--- src/rtl/msrv32_pkg.sv ---
// Shared constants for the msrv32 machine-mode trap controller.
//   state_e     : controller state encoding
//   PC_SRC_*    : PC mux select codes
//   CAUSE_*     : mcause exception / interrupt codes
//   OPCODE_SYSTEM, FUNCT3_PRIV, FUNCT7_*, RS2_* : SYSTEM instruction decode fields
package msrv32_pkg;

  typedef enum logic [1:0] {
    ST_RESET       = 2'b00,
    ST_OPERATING   = 2'b01,
    ST_TRAP_TAKEN  = 2'b10,
    ST_TRAP_RETURN = 2'b11
  } state_e;

  localparam logic [1:0] PC_SRC_BOOT = 2'b00;
  localparam logic [1:0] PC_SRC_EPC  = 2'b01;
  localparam logic [1:0] PC_SRC_TRAP = 2'b10;
  localparam logic [1:0] PC_SRC_NEXT = 2'b11;

  localparam logic [3:0] CAUSE_INSTR_MISALIGNED = 4'd0;
  localparam logic [3:0] CAUSE_ILLEGAL_INSTR    = 4'd2;
  localparam logic [3:0] CAUSE_BREAKPOINT       = 4'd3;
  localparam logic [3:0] CAUSE_LOAD_MISALIGNED  = 4'd4;
  localparam logic [3:0] CAUSE_STORE_MISALIGNED = 4'd6;
  localparam logic [3:0] CAUSE_ECALL_M          = 4'd11;
  localparam logic [3:0] CAUSE_M_SW_INT         = 4'd3;
  localparam logic [3:0] CAUSE_M_TIMER_INT      = 4'd7;
  localparam logic [3:0] CAUSE_M_EXT_INT        = 4'd11;

  localparam logic [4:0] OPCODE_SYSTEM = 5'b11100;
  localparam logic [2:0] FUNCT3_PRIV   = 3'b000;
  localparam logic [6:0] FUNCT7_ZERO   = 7'b0000000;
  localparam logic [6:0] FUNCT7_MRET   = 7'b0011000;
  localparam logic [4:0] RS2_ECALL     = 5'b00000;
  localparam logic [4:0] RS2_EBREAK    = 5'b00001;
  localparam logic [4:0] RS2_MRET      = 5'b00010;

endpackage

--- src/rtl/msrv32_trap_cause_enc.sv ---
// Combinational trap priority encoder.
// Inputs : fault flags, SYSTEM instruction fields, MIE/mie/mip bits.
// Outputs: valid_o (any exception or enabled interrupt), i_or_e_o, cause_o,
//          mret_o (mret decoded, independent of trap conditions).
module msrv32_trap_cause_enc
  import msrv32_pkg::*;
(
  input  logic       illegal_instr_i,
  input  logic       misaligned_instr_i,
  input  logic       misaligned_load_i,
  input  logic       misaligned_store_i,
  input  logic [4:0] opcode_6_to_2_i,
  input  logic [2:0] funct3_i,
  input  logic [6:0] funct7_i,
  input  logic [4:0] rs2_addr_i,
  input  logic       mie_i,
  input  logic       meie_i,
  input  logic       mtie_i,
  input  logic       msie_i,
  input  logic       meip_i,
  input  logic       mtip_i,
  input  logic       msip_i,
  output logic       valid_o,
  output logic       i_or_e_o,
  output logic [3:0] cause_o,
  output logic       mret_o
);

  logic is_system;
  logic ecall, ebreak;
  logic ext_irq, sw_irq, tmr_irq, irq;

  assign is_system = (opcode_6_to_2_i == OPCODE_SYSTEM) && (funct3_i == FUNCT3_PRIV);
  assign ecall     = is_system && (rs2_addr_i == RS2_ECALL)  && (funct7_i == FUNCT7_ZERO);
  assign ebreak    = is_system && (rs2_addr_i == RS2_EBREAK) && (funct7_i == FUNCT7_ZERO);
  assign mret_o    = is_system && (rs2_addr_i == RS2_MRET)   && (funct7_i == FUNCT7_MRET);

  assign ext_irq = meie_i & meip_i;
  assign sw_irq  = msie_i & msip_i;
  assign tmr_irq = mtie_i & mtip_i;
  assign irq     = mie_i & (ext_irq | sw_irq | tmr_irq);

  always_comb begin
    valid_o  = 1'b1;
    i_or_e_o = 1'b0;
    cause_o  = '0;
    // Exceptions win over interrupts; within each group first match wins.
    if (misaligned_instr_i)      cause_o = CAUSE_INSTR_MISALIGNED;
    else if (illegal_instr_i)    cause_o = CAUSE_ILLEGAL_INSTR;
    else if (ebreak)             cause_o = CAUSE_BREAKPOINT;
    else if (misaligned_load_i)  cause_o = CAUSE_LOAD_MISALIGNED;
    else if (misaligned_store_i) cause_o = CAUSE_STORE_MISALIGNED;
    else if (ecall)              cause_o = CAUSE_ECALL_M;
    else if (irq) begin
      i_or_e_o = 1'b1;
      if (ext_irq)     cause_o = CAUSE_M_EXT_INT;
      else if (sw_irq) cause_o = CAUSE_M_SW_INT;
      else             cause_o = CAUSE_M_TIMER_INT;
    end else begin
      valid_o = 1'b0;
    end
  end

endmodule

--- src/rtl/msrv32_machine_control.sv ---
// Machine-mode trap/return controller: sequences reset, normal issue,
// trap entry and mret for the msrv32 core.
// Inputs : clk_in, reset_n_in (async, active low), fault flags, instr fields,
//          mstatus.MIE, mie.{MEIE,MTIE,MSIE}, mip.{MEIP,MTIP,MSIP}.
// Outputs: pc_src_out, flush_out, trap_taken_out, set_epc_out, set_cause_out,
//          i_or_e_out, cause_out, mie_clear_out, mie_set_out,
//          misaligned_exception_out (comb), instret_inc_out.
module msrv32_machine_control
  import msrv32_pkg::*;
(
  input  logic       clk_in,
  input  logic       reset_n_in,
  input  logic       illegal_instr_in,
  input  logic       misaligned_instr_in,
  input  logic       misaligned_load_in,
  input  logic       misaligned_store_in,
  input  logic [4:0] opcode_6_to_2_in,
  input  logic [2:0] funct3_in,
  input  logic [6:0] funct7_in,
  input  logic [4:0] rs2_addr_in,
  input  logic       mie_in,
  input  logic       meie_in,
  input  logic       mtie_in,
  input  logic       msie_in,
  input  logic       meip_in,
  input  logic       mtip_in,
  input  logic       msip_in,
  output logic [1:0] pc_src_out,
  output logic       flush_out,
  output logic       trap_taken_out,
  output logic       set_epc_out,
  output logic       set_cause_out,
  output logic       i_or_e_out,
  output logic [3:0] cause_out,
  output logic       mie_clear_out,
  output logic       mie_set_out,
  output logic       misaligned_exception_out,
  output logic       instret_inc_out
);

  state_e     state_q, state_d;
  logic       i_or_e_q;
  logic [3:0] cause_q;
  logic       trap_valid, trap_i_or_e, mret;
  logic [3:0] trap_cause;

  msrv32_trap_cause_enc u_cause_enc (
    .illegal_instr_i    (illegal_instr_in),
    .misaligned_instr_i (misaligned_instr_in),
    .misaligned_load_i  (misaligned_load_in),
    .misaligned_store_i (misaligned_store_in),
    .opcode_6_to_2_i    (opcode_6_to_2_in),
    .funct3_i           (funct3_in),
    .funct7_i           (funct7_in),
    .rs2_addr_i         (rs2_addr_in),
    .mie_i              (mie_in),
    .meie_i             (meie_in),
    .mtie_i             (mtie_in),
    .msie_i             (msie_in),
    .meip_i             (meip_in),
    .mtip_i             (mtip_in),
    .msip_i             (msip_in),
    .valid_o            (trap_valid),
    .i_or_e_o           (trap_i_or_e),
    .cause_o            (trap_cause),
    .mret_o             (mret)
  );

  assign misaligned_exception_out = misaligned_instr_in | misaligned_load_in | misaligned_store_in;

  // Traps and mret are only sampled in OPERATING; the 1-cycle states always
  // fall back to OPERATING, so a still-pending irq is re-evaluated there.
  always_comb begin
    state_d = ST_OPERATING;
    if (state_q == ST_OPERATING) begin
      if (trap_valid) state_d = ST_TRAP_TAKEN;
      else if (mret)  state_d = ST_TRAP_RETURN;
    end
  end

  always_ff @(posedge clk_in or negedge reset_n_in) begin
    if (!reset_n_in) begin
      state_q  <= ST_RESET;
      i_or_e_q <= 1'b0;
      cause_q  <= '0;
    end else begin
      state_q <= state_d;
      if (state_q == ST_OPERATING && trap_valid) begin
        i_or_e_q <= trap_i_or_e;
        cause_q  <= trap_cause;
      end
    end
  end

  assign i_or_e_out = i_or_e_q;
  assign cause_out  = cause_q;

  // Moore decode straight from the state register.
  always_comb begin
    pc_src_out      = PC_SRC_BOOT;
    flush_out       = 1'b0;
    trap_taken_out  = 1'b0;
    set_epc_out     = 1'b0;
    set_cause_out   = 1'b0;
    mie_clear_out   = 1'b0;
    mie_set_out     = 1'b0;
    instret_inc_out = 1'b0;
    case (state_q)
      ST_OPERATING: begin
        pc_src_out      = PC_SRC_NEXT;
        instret_inc_out = 1'b1;
      end
      ST_TRAP_TAKEN: begin
        pc_src_out     = PC_SRC_TRAP;
        flush_out      = 1'b1;
        trap_taken_out = 1'b1;
        set_epc_out    = 1'b1;
        set_cause_out  = 1'b1;
        mie_clear_out  = 1'b1;
      end
      ST_TRAP_RETURN: begin
        pc_src_out  = PC_SRC_EPC;
        flush_out   = 1'b1;
        mie_set_out = 1'b1;
      end
      default: begin
        pc_src_out = PC_SRC_BOOT;
        flush_out  = 1'b1;
      end
    endcase
  end

endmodule

--- config.mk ---
export PLATFORM = sky130hd
export DESIGN_NAME = msrv32_machine_control
export DESIGN_NICKNAME = d
export VERILOG_FILES = /design/src/rtl/msrv32_pkg.sv /design/src/rtl/msrv32_trap_cause_enc.sv /design/src/rtl/msrv32_machine_control.sv
export SDC_FILE = /design/constraint.sdc
export NUM_CORES = 1
export LEC_CHECK = 0
export CORE_UTILIZATION = 35
export CTS_CLUSTER_DIAMETER = 200
export CTS_CLUSTER_SIZE = 25
export DETAILED_ROUTE_END_ITERATION = 8
export PLACE_DENSITY = 0.91
export SLEW_MARGIN = 10
export SYNTH_ARGS = -nofsm -noshare
export SYNTH_HDL_FRONTEND = slang
export SYNTH_HIERARCHICAL = 1
export SYNTH_SLANG_ARGS = --single-unit
--- constraint.sdc ---
create_clock -name clk_in -period 1.9 [get_ports clk_in]
set_input_delay 0.19 -clock clk_in [delete_from_list [all_inputs] [get_ports clk_in]]
set_output_delay 0.19 -clock clk_in [all_outputs]
set_load 0.01 [all_outputs]
Yosys cells after proc, flatten, opt, wreduce, memory -nomap -nowiden
Cells that the tools add are included.
{"block": "totals", "regBits": 7, "out_inout_bits": 15}
{"block": "op_classes", "n_eq_ne": 7, "bitwise": 8, "muxes": 30, "reduce_logical": 11}
{"cell": "4-bit 2-to-1 mux", "count": 8}
{"cell": "1-bit 2-to-1 mux", "count": 17}
{"cell": "1-bit logical AND", "count": 8}
{"cell": "7-bit by 5-bit == test with 1-bit output (second input constant)", "count": 1}
{"cell": "7-bit zero test", "count": 1}
{"cell": "2-bit 2-to-1 mux", "count": 3}
{"cell": "2-bit case mux with 3 select lines", "count": 1}
{"cell": "5-bit by 1-bit == test with 1-bit output (second input constant)", "count": 1}
{"cell": "5-bit by 2-bit == test with 1-bit output (second input constant)", "count": 1}
{"cell": "5-bit == test (second input constant)", "count": 1}
{"cell": "5-bit zero test", "count": 1}
{"cell": "1-bit AND", "count": 4}
{"cell": "2-bit == test (second input constant)", "count": 2}
{"cell": "1-bit bitwise OR", "count": 4}
{"cell": "3-bit zero test", "count": 1}
{"cell": "3-bit 2-to-1 mux", "count": 1}
{"cell": "2-bit by 1-bit == test with 1-bit output (second input constant)", "count": 1}

Depth between registers and ports, before layout
Gate-level depths: netlist of the first run.
{"block": "logic_depth", "depth_word": 13, "ltp_mapped": 7, "ltp_nobuf": 7}

Modules after synthesis
Netlist of the first run, hierarchy kept.
{"mod": "msrv32_machine_control", "cells_per_inst": 29, "n_inst": 1, "seq_area_each_um2": 175.2, "area_per_inst_um2": 359.1}
{"mod": "msrv32_trap_cause_enc", "cells_per_inst": 33, "n_inst": 1, "seq_area_each_um2": 0.0, "area_per_inst_um2": 245.2}

Worst setup path after synthesis of the first run
Ideal clock, no wire load.
{"block": "synth_path", "path_kind": "input-to-reg", "from": "in opcode_6_to_2_in[1]", "to": "reg cause_q[0] (netlist: cause_out[0])", "path_buffers": 0, "setup_time_ps": 125, "stages": 7, "t_arrival_ps": 1562, "setup_slack_ps": 213, "path_cell_list": "nor2_1 -> nand2_1 -> nor3_4 -> or4b_4 -> or2_1 -> nand2_2 -> mux2_2"}
{"block": "synth_between", "elab_chain_cells": 11, "word_cells_on_any_way": 19, "classes_between": "eq/ne (1); mux (12); reduce/logical (6)"}
{"item": "from (decl)", "line_no": "msrv32_machine_control.sv:17", "text": "input logic [4:0] opcode_6_to_2_in,"}
{"item": "5-bit == test *", "line_no": "msrv32_trap_cause_enc.sv:33", "text": "assign is_system = (opcode_6_to_2_i == OPCODE_SYSTEM) && (funct3_i == FUNCT3_PRIV);"}
{"item": "1-bit logical AND *", "line_no": "msrv32_trap_cause_enc.sv:33"}
{"item": "1-bit logical AND (2 in a row)", "line_no": "msrv32_trap_cause_enc.sv:34", "text": "assign ecall = is_system && (rs2_addr_i == RS2_ECALL) && (funct7_i == FUNCT7_ZERO);"}
{"item": "1-bit 2-to-1 mux", "line_no": "msrv32_trap_cause_enc.sv:53", "text": "else if (ecall) cause_o = CAUSE_ECALL_M;"}
{"item": "1-bit 2-to-1 mux", "line_no": "msrv32_trap_cause_enc.sv:52", "text": "else if (misaligned_store_i) cause_o = CAUSE_STORE_MISALIGNED;"}
{"item": "1-bit 2-to-1 mux", "line_no": "msrv32_trap_cause_enc.sv:51", "text": "else if (misaligned_load_i) cause_o = CAUSE_LOAD_MISALIGNED;"}
{"item": "1-bit 2-to-1 mux *", "line_no": "msrv32_trap_cause_enc.sv:50", "text": "else if (ebreak) cause_o = CAUSE_BREAKPOINT;"}
{"item": "1-bit 2-to-1 mux *", "line_no": "msrv32_trap_cause_enc.sv:49", "text": "else if (illegal_instr_i) cause_o = CAUSE_ILLEGAL_INSTR;"}
{"item": "1-bit 2-to-1 mux *", "line_no": "msrv32_trap_cause_enc.sv:48", "text": "if (misaligned_instr_i) cause_o = CAUSE_INSTR_MISALIGNED;"}
{"item": "net trap_valid", "line_no": "msrv32_machine_control.sv:44", "text": "logic trap_valid, trap_i_or_e, mret;"}
{"item": "1-bit logical AND *", "line_no": "msrv32_machine_control.sv:88", "text": "if (state_q == ST_OPERATING && trap_valid) begin"}
{"item": "to (signal assigned)", "line_no": "msrv32_machine_control.sv:90", "text": "cause_q <= trap_cause;"}
{"item": "to (decl)", "line_no": "msrv32_machine_control.sv:43", "text": "logic [3:0] cause_q;"}
Mark *: on every way through the listed nets, which the timed path passes. The rest lies on a longest branch.
A chain may end at the register's enable or synchronous reset.

Final worst setup path of the first run
{"block": "layout_path", "from": "in rs2_addr_in[0]", "to": "reg i_or_e_q (netlist: i_or_e_out)"}
{"block": "layout_between", "elab_chain_cells": 10, "word_cells_on_any_way": 19, "classes_between": "eq/ne (1); mux (12); reduce/logical (6)"}
{"item": "from (decl)", "line_no": "msrv32_machine_control.sv:20", "text": "input logic [4:0] rs2_addr_in,"}
{"item": "5-bit zero test", "line_no": "msrv32_trap_cause_enc.sv:34"}
{"item": "1-bit logical AND (2 in a row)", "line_no": "msrv32_trap_cause_enc.sv:34"}
{"item": "1-bit 2-to-1 mux", "line_no": "msrv32_trap_cause_enc.sv:53"}
{"item": "1-bit 2-to-1 mux", "line_no": "msrv32_trap_cause_enc.sv:52"}
{"item": "1-bit 2-to-1 mux", "line_no": "msrv32_trap_cause_enc.sv:51"}
{"item": "1-bit 2-to-1 mux *", "line_no": "msrv32_trap_cause_enc.sv:50"}
{"item": "1-bit 2-to-1 mux *", "line_no": "msrv32_trap_cause_enc.sv:49"}
{"item": "1-bit 2-to-1 mux *", "line_no": "msrv32_trap_cause_enc.sv:48"}
{"item": "net trap_valid", "line_no": "msrv32_machine_control.sv:44"}
{"item": "1-bit logical AND *", "line_no": "msrv32_machine_control.sv:88"}
{"item": "to (signal assigned)", "line_no": "msrv32_machine_control.sv:89", "text": "i_or_e_q <= trap_i_or_e;"}
{"item": "to (decl)", "line_no": "msrv32_machine_control.sv:42", "text": "logic i_or_e_q;"}
Marks and branches as above.

==> impl_metrics.toml, run 1 <==
[status]
status = "finished with violations"
violations = "design-rule violations"

[clocking]
root_buffer = "clkbuf_4"
cts.sink_count = 7
insertion_delay_ps = 250
h-tree-depth = 1
tritoncts = "done"
clk_pin_slew_ps = 60
cts_max_path_buffers = 2
cts_hold_buffers = 0
cts-buffers-inserted = 3

[logic_synthesis]
ys_types = 27
ys_ff_latch = 7
syn_nets = 100
syn_area_per_cell_um2 = 9.747
ys_top_cells_by_count = "7 x dfrtp_1, 6 x nor2_1, 5 x ha_1, 5 x mux2_2, 5 x nand2_1"
yosysWarnings = 6
synthFlopType = "dfrtp_1"
synth_top_area_share_pct = 28.99
synth_area_um2 = 604.3
synth.area.top_cells = "dfrtp_1 29%, ha_1 10%, mux2_2 9.3%"
ys_seq_area_share_pct = 28.99
synth_edf_count = 0
synthCells = 62
synth.most_common_cell = "dfrtp_1"
synth.largest_area_cell = "dfrtp_1"
synth_async_sr_flop_share_pct = 100.0

[routing]
wirelength_um = 1859
drcViolationCount = 8
post_drt_wl_per_cell_um = 13.09
ant_nets = 0
first_iter_violations = 17
drt_first_pass_iters = 6
num_vias = 697
via_per_inst = 4.908

[timing]
relSlewSlack_pct = 73.89
max_freq_mhz = 536.6
rsz0062_at_grt = "false"
fin_skew_ps = 9.863
period_share_pct = 98.08
finalSetupViolCount = 0
tightest_slew_ps = 390.6
hold_ws_ps = 190.9
hold_violations = 0
slew_viol_final = 0
finalCriticalPeriod_ps = 1864

[setup_path]
max_stage_delay_ps = 510
cp-end-kind = "register"
crit_path_cell_trace = "clkdlybuf4s50_1 -> nand4_1 -> nor3_4 -> or4b_4 -> or2_4 -> nand2_4 -> mux2_4"
crit_slowest_cell = "or4b_4"
critical_path_buf_inv_count = 1
arrival_ps = 1990
worstPathRequired_ps = 2030
worst_setup_path_start_kind = "input port"
critPathTopFamily = "simple AND/OR/NAND/NOR gates"
cp_max_fo = 5
critPathKind = "in2reg"

[floorplan]
start_util_pct = 38.76
chipWidth_um = 43.56
core_area_um2 = 1559
fp-row-count = 14
die_area_um2 = 1897
io_pins = 48
die_height_um = 43.56

[hold_path]
hold_path.class = "in2async"

[global_route]
grt_max_degree = 8
grt_pass1_wl_um = 3077
grt_pass1_vias = 702
antenna_found_initial = 0
grt_usage_pct = 22.05
grt_overflow = 0

[cells_and_area]
layout-drive-gt1-share_pct = 27.78
num_antenna_cells = 0
final_util_pct = 80.42
synthToLayoutAreaGrowth_pct = 107.5
nets = 165

[flow_run]
drv_cap = 0

[power]
finalPower_mw = 0.4516
peakVddDrop_mv = 0.4514
powerDensity_nw_per_um2 = 360.2
total_leakage_power_nw = 0.5869

[place]
io_buffers = 47
gp_congestion = 0.7602
dp.final_hpwl_um = 1472
==> layout make-up <==
cell class              count  area, um^2
fillers                   118       305.3
inverters                   3       11.26
flip-flops and latches      7       175.2
well taps                  16       20.02
clock buffers               4       26.28
repair buffers             63       575.6
multi-input cells          49       445.4
==> kinds of logic after synthesis <==
logic type      count (synthesis)  share of synthesized area [%]
compound gates                  9                          10.35
fa+ha+maj                       5                          10.35
buf+inv                         6                          5.590
flops                           7                          28.99
mux                             5                          9.316
simple gates                   30                          35.40
==> report_power, final <==
| part | switching, mW | internal (mW) |
|---|---|---|
| sequential | 0.00368 | 0.154 |
| combinational | 0.0549 | 0.101 |
| clock | 0.0578 | 0.0804 |
| total | 0.116 | 0.335 |
==> flip-flops by register name, indices dropped and copies added, names as in the netlist <==
name,flops
i_or_e_out,1
cause_out,4
state_q,2
==> timing repair <==
item / in CTS / in global routing
pin swaps: 6 / 3
buffers inserted: 3 / 0
resized for setup: 25 / 4
setup endpoints to repair: 5 / 6
==> per-stage QoR <==
stage / cell area, um^2 / TNS, ps / worst slack, ps / instances
3_5_place_dp: 1170 / -1960 / -357.9 / 135
3_3_place_gp: 1170 / -1614 / -294.8 / 135
5_1_grt: 1254 / 0 / 1.499 / 142
6_report: 1254 / 0 / 36.40 / 142
4_1_cts: 1236 / 0 / 9.020 / 142
2_1_floorplan: 604.3 / 0 / 213.0 / 62
==> worst reg2reg max path: stages, from the launching register on <==
cell and delay, ps:
dfrtp_1 400, inv_1 130, ha_4 180, nand2_4 80
mux2_4 300
==> layer usage <==
metal | track usage [%] | part of all wire (%)
met5 | 0 | 0
met4 | 3.750 | 0
met1 | 25.39 | 38
met3 | 5.833 | 5.6
met2 | 40.90 | 56
==> cell usage in the layout (no fill, tap or decap), drive strengths merged, types with 3 or more instances in the layout <==
| master | synthesis | layout |
|---|---|---|
| dlygate4sd2 | 0 | 16 |
| nand2 | 6 | 6 |
| mux2 | 5 | 5 |
| ha | 5 | 5 |
| clkdlybuf4s50 | 0 | 29 |
| nor2 | 6 | 6 |
| inv | 3 | 3 |
| clkbuf | 0 | 4 |
| buf | 3 | 16 |
| nand3 | 5 | 5 |
| dfrtp | 7 | 7 |
| a21oi | 3 | 3 |
| nor3 | 5 | 5 |
==> final timing paths <==
| kind | startpoint | end | slack, ps | depth (start not counted) |
|---|---|---|---|---|
| worst max-delay path | rs2_addr_in[0] | i_or_e_out | 40 | 7 |
| worst min-delay path | reset_n_in | state_q[1] | 190 | 1 |
| worst max register to register | state_q[1] | i_or_e_out | 690 | 4 |
| worst min register to register | i_or_e_out | i_or_e_out | 520 | 1 |
| max in group asynchronous | reset_n_in | i_or_e_out | 1460 | 1 |
| min in group clk_in | funct7_in[4] | state_q[1] | 510 | 4 |
(Power assumes the default switching activity.)
==> run 2, diff against run 1 <==
--- a/config.mk
+++ b/config.mk
@@ -10,7 +10,7 @@
 export CTS_CLUSTER_SIZE = 25
 export DETAILED_ROUTE_END_ITERATION = 8
 export PLACE_DENSITY = 0.91
-export SLEW_MARGIN = 10
+export SLEW_MARGIN = 20
 export SYNTH_ARGS = -nofsm -noshare
 export SYNTH_HDL_FRONTEND = slang
 export SYNTH_HIERARCHICAL = 1
==> results of run 2 <==
No change in the layout: final DEF, timing and power equal those of run 1.
